### src/rtl/register_file_2r1w.sv
// register_file_2r1w: MIPS 32x32 register file, two async read ports plus debug port, one sync write port; $0 reads zero, $sp resets to SP_INIT.
// Optional same-cycle write-through forwarding when REGFILE_WB_BYPASS_EN is defined.
module register_file_2r1w #(
  parameter int DATA_W = 32,
  parameter int ADDR_W = 5,
  parameter logic [DATA_W-1:0] SP_INIT = 32'h0000_0000
) (
  input  logic              Clk,
  input  logic              Reset,
  input  logic              RegWrite,
  input  logic [ADDR_W-1:0] WriteReg,
  input  logic [DATA_W-1:0] WriteData,
  input  logic [ADDR_W-1:0] ReadReg1,
  input  logic [ADDR_W-1:0] ReadReg2,
  output logic [DATA_W-1:0] ReadData1,
  output logic [DATA_W-1:0] ReadData2,
  input  logic [ADDR_W-1:0] DebugReg,
  output logic [DATA_W-1:0] DebugData
);
  localparam int N = 2 ** ADDR_W;
  logic [DATA_W-1:0] regs [1:N-1];
  always_ff @(posedge Clk or posedge Reset)
    if (Reset)
      for (int i = 1; i < N; i++) regs[i] <= (i == 29) ? SP_INIT : '0;
    else if (RegWrite && WriteReg != '0)
      regs[WriteReg] <= WriteData;
  function automatic logic [DATA_W-1:0] rd(input logic [ADDR_W-1:0] a);
`ifdef REGFILE_WB_BYPASS_EN
    if (!Reset && RegWrite && WriteReg != '0 && a == WriteReg) return WriteData;
`endif
    return (a == '0) ? '0 : regs[a];
  endfunction
  assign ReadData1 = rd(ReadReg1);
  assign ReadData2 = rd(ReadReg2);
  assign DebugData = rd(DebugReg);
endmodule

### config.mk
export PLATFORM = sky130hd
export DESIGN_NAME = register_file_2r1w
export DESIGN_NICKNAME = d
export VERILOG_FILES = /design/src/rtl/register_file_2r1w.sv
export SDC_FILE = /design/constraint.sdc
export NUM_CORES = 2
export LEC_CHECK = 0
export ABC_CLOCK_PERIOD_IN_PS = 38800
export CAP_MARGIN = 10
export CORE_UTILIZATION = 63
export DETAILED_ROUTE_END_ITERATION = 7
export PLACE_DENSITY = 0.81
export SYNTH_ARGS = -nofsm -noshare
export SYNTH_HDL_FRONTEND = slang
export SYNTH_SLANG_ARGS = --single-unit
### constraint.sdc
create_clock -name Clk -period 38.8 [get_ports Clk]
set_input_delay 3.88 -clock Clk [delete_from_list [all_inputs] [get_ports Clk]]
set_output_delay 3.88 -clock Clk [all_outputs]
set_load 0.02 [all_outputs]
# --- Yosys cells after proc, flatten, opt, wreduce, memory -nomap -nowiden ---
# Index checks and enable logic that the tools add are counted.
op_classes:
  bitwise_logic: 4
  n_lt_le_gt_ge: 5
  reduce_logical: 6
  muxes: 15
op_table:
  columns: ["op", "n"]
  rows:
  - ["992-bit bitwise mux", 1]
  - ["32-bit binary-select mux with 5-bit select", 3]
  - ["32-bit two-way mux", 10]
  - ["32-bit demux with 5-bit select", 1]
  - ["6-bit greater-or-equal comparator, second input constant", 4]
  - ["5-bit inverter with 6-bit output", 4]
  - ["5-bit logical NOT", 3]
  - ["6-bit by 1-bit < comparator with 1-bit output, second input constant", 1]
  - ["5-bit nonzero test", 1]
  - ["1-bit logical AND", 2]
word_totals:
  in_bits: 55
  elab_cells: 61
  regBits: 992

# --- Logic depth before layout (Yosys ltp) ---
depth:
  ltp_word: 6
  mapped_depth: 9
  mapped_depth_nobuf: 5

# --- Least setup slack after synthesis ---
# Ideal clock, no wire load.
synth_path:
  path_kind: "input port to output port"
  from: "input port ReadReg1[0]"
  to: "output port ReadData1[0]"
  t_arrival_ns: 5.576
  cell_stages: 8
  path_slack_ns: 29.344
  t_required_ns: 34.920
  n_path_buf: 3
  cell_sequence: "buf_2 buf_2 buf_2 mux4_2 mux2i_1 nand2_1 o211ai_1 o21ai_1"
synth_via:
  elab_chain_cells: 5
  elab_cells_between_ends: 6
  cone_classes: "4 x mux; 1 x bitwise; 1 x reduce/logical"
synth_lines:
  columns: ["element", "line_no", "source"]
  rows:
  - ["from (decl)", "13", "input logic [ADDR_W-1:0] ReadReg1,"]
  - ["5-bit inverter with 6-bit output (not written as such)", "31", "return (a == '0) ? '0 : regs[a];"]
  - ["32-bit binary-select mux with 5-bit select", "31", null]
  - ["32-bit two-way mux (not written as such) (2 in series)", "31", null]
  - ["32-bit two-way mux (*)", "31", null]
  - ["to (decl)", "15", "output logic [DATA_W-1:0] ReadData1,"]
# Mark *: on every way between the ends. The rest lies on a longest branch, timed or not. The select of a mux whose other input is x is not followed.

# --- Worst setup path after layout ---
layout_path:
  from: "input port ReadReg2[0]"
  to: "output port ReadData2[15]"
layout_via:
  elab_chain_cells: 5
  elab_cells_between_ends: 6
  cone_classes: "4 x mux; 1 x bitwise; 1 x reduce/logical"
layout_lines:
  columns: ["element", "line_no", "source"]
  rows:
  - ["from (decl)", "14", "input logic [ADDR_W-1:0] ReadReg2,"]
  - ["5-bit inverter with 6-bit output (not written as such)", "31", null]
  - ["32-bit binary-select mux with 5-bit select", "31", null]
  - ["32-bit two-way mux (not written as such) (2 in series)", "31", null]
  - ["32-bit two-way mux (*)", "31", null]
  - ["to (decl)", "16", "output logic [DATA_W-1:0] ReadData2,"]
# Marked as above.

==> results by group <==
Layout
  • Top flop regs: regs x992
  • Max reg flops: about 990
  • Fin nets: around 4,400
  • Fin area: around 67,000 um^2
  • Area Growth Syn to Fin: 9.180%
  • Commonest non-fill, non-tap cells in the layout: 1,143 x mux2_2, 992 x dfrtp_1, 582 x mux4_2
  • Fraction of layout cells with a size suffix above 1: 46.11%
  • Most common cell after layout, fill and taps aside: mux2_2
  • Biggest register: regs
  • Util after Layout: approximately 69%
  • Fillers: about 6,200
  • Final std cells w/o fill: between 5,000 and 6,000

Global routing
  • First-pass GRT wire length: between 200,000 and 300,000 um
  • Vias in the first global route: approximately 44,000
  • GRT Util Overall: around two fifths
  • Largest net degree at the start of global routing: 160
  • Initial antenna violation count: 15
  • GR Overflow Total: 0

Setup path
  • CP cell instances: buf_8 > buf_4 > buf_4 > nor3_1 > or3_2 > o32a_1 > o221ai_1 > clkdlybuf4s50_1
  • Most used cell, CP: buf_4
  • Worst Reg-to-Reg Cells: 1
  • Crit end category: primary output
  • CP Max Fanout: 47
  • Worst Path Class, Setup: in -> out
  • Cell family with most CP delay: buffers and inverters
  • Worst path max stage delay: just over 0.9 ns
  • CP startpoint kind: primary input
  • Crit path buf inv count: 4
  • Worst setup path start: ReadReg2[0]
  • RR Startpoint: regs[489]
  • Slowest CP cell: or3_2
  • Worst path depth: 8
  • Critical path data required time: 34.92 ns
  • Crit path DAT: between 8 and 9 ns

Clock tree
  • Clk slew on worst S/H paths: roughly 0.060 ns
  • CTS root buf: clkbuf_16
  • CTS Sinks: about 1,000
  • Setup repair bufs after CTS: 0
  • Hold_buf cts: 0
  • Clock latency on the worst-skew pair: just under 0.7 ns
  • Clock buffer count from CTS: roughly 110
  • Post-cts sizing count: 0
  • Max clock buf depth: 3
  • Htree depth: 3
  • TritonCTS clock tree: built

Detailed routing
  • Drt total wl: 200,400 um
  • First drt pass iteration count: 7
  • WL/cell: about 35 um
  • Drc violations: 12
  • Vias: 44,940
  • Vias per Instance: approximately 7.8
  • Max layer used: met5
  • DR WL met3: 26,820 um
  • Remaining antenna violation count: 0
  • DR WL met2: ~88,000 um
  • Met1 wire length: about 73,000 um
  • Starting DRT DRC Count: 5,929

Min path
  • WHS Path Cells: 1
  • Hold_sp: regs[162]
  • Worst hold path type: reg -> reg

Floorplan
  • Die span in y: 314.8 um
  • Initial Utilization: a little under two thirds
  • Core ar.: a little under 100,000 um^2
  • Ports: about 150
  • Die extent in x: about 310 um
  • DIE AREA: 99,110 um^2
  • # rows: around 110

Placement
  • DP Wirelength: approximately 120,000 um
  • GP Congestion: 0.8882
  • Buffers on Ports: 150
  • Post-placement cell count: around 5,500
  • Cell Area, Placed: ~64,000 um^2

Logic synthesis
  • Main synth FF type: dfrtp_1
  • Mapped Cells: about 4,500
  • Sequential-to-total area share from yosys stat: 40.27%
  • Syn_nets: around 4,600
  • Mapped cell area: ~62,000 um^2
  • Asr flop ratio synth: between 90% and 100%
  • Unique cell type count in the Yosys netlist: 44
  • #FFs+latches synth: between 900 and 1,000
  • Syn avg cell area: 13.62 um^2
  • Synth warn: 0
  • Number of flops mapped to enable cells by yosys: 0

STA
  • Slew HR: between 10% and 20%
  • Fin crit period: 12.51 ns
  • F_max: between 70 and 80 MHz
  • RSZ-0062 raised after global routing: false
  • Clock skew: 0 ns
  • Final worst-path cycle share: 32.24%
  • Worst slew pin tran: around 1.3 ns
  • Slew Limit Fails: 0
  • Hold Vio Cnt, Final: 0
  • Setup-failing EPs final: 0
  • Setup TNS: 0 ns

Status
  • Status: finished with violations
  • Violated checks: DRC

Pwr
  • Cell area power density: between 50 and 60 nW/um^2
  • Leakage power: between 20 and 30 nW
  • Max VDD drop: roughly 0.048 mV

Run
  • Max-cap violations: 0
==> path summary, 6_finish.rpt <==
| check | to | slack [ns] |
|---|---|---|
| worst max-delay path | ReadData2[15] | 26.29 |
| worst min-delay path | regs[162] | 0.55 |
| worst max register to register | regs[489] | 37.96 |
| worst min register to register | regs[162] | 0.55 |
| max in group asynchronous | regs[483] | 31.24 |
| min in group asynchronous | regs[216] | 3.75 |
==> synth_stat cells (63+ instances only) <==
master       n  share of area (%)
nor3_1      80               0.65
clkbuf_1   250                1.5
mux2_2    1143                 21
nor2_1      63               0.38
nand2_1    234                1.4
buf_1       74               0.45
nor2b_1    104                1.1
buf_2      137                1.1
a21oi_1    124                1.0
mux2i_1    278                4.5
dfrtp_1    992                 40
mux4_2     582                 21
a221oi_1    99                1.4
==> through the flow <==
step	setup WS, ns	hold slack [ns]	power (mW)
2_1_floorplan	7.011	0.5076	2.052
3_5_place_dp	26.42	0.5303	2.305
4_1_cts	26.41	0.5430	3.400
3_3_place_gp	26.44	0.5179	2.262
5_1_grt	26.22	0.5630	3.533
6_report	26.29	0.5463	3.422
==> report_power, final <==
part | switching (mW) | leakage (nW) | internal [mW] | total [mW]
combinational | 0.372 | 13.8 | 0.501 | 0.873
clock | 0.445 | 1.85 | 0.657 | 1.10
sequential | 0.210 | 12.7 | 1.24 | 1.45
==> metal layers <==
layer	global-route usage (%)	vias up
met4	23.20	20
li1	-	17320
met2	58.20	3500
met1	55.29	23300
met3	13.45	803
met5	0	-
==> final cells by class <==
cell class | instances | area (um^2) | share of cell area (%)
Timing Repair Buffer | 242 | 2290 | 3.402
Multi-Input combinational cell | 3031 | 34800 | 51.70
Clock buffer | 146 | 3063 | 4.551
Clock inverter | 47 | 693.2 | 1.030
Sequential cell | 992 | 24820 | 36.88
Antenna cell | 10 | 25.02 | 0.03718
Inverter | 3 | 21.27 | 0.03160
Tap cell | 1276 | 1597 | 2.372
==> cell families after synthesis <==
kind of cell	synth area share (%)
flip-flops	40.27
AND/OR/NAND/NOR	4.270
buffers and inverters	3.621
multiplexers	46.65
AO/OA/AOI/OAI	5.190
Note: power is estimated with default switching activity, not from simulation.
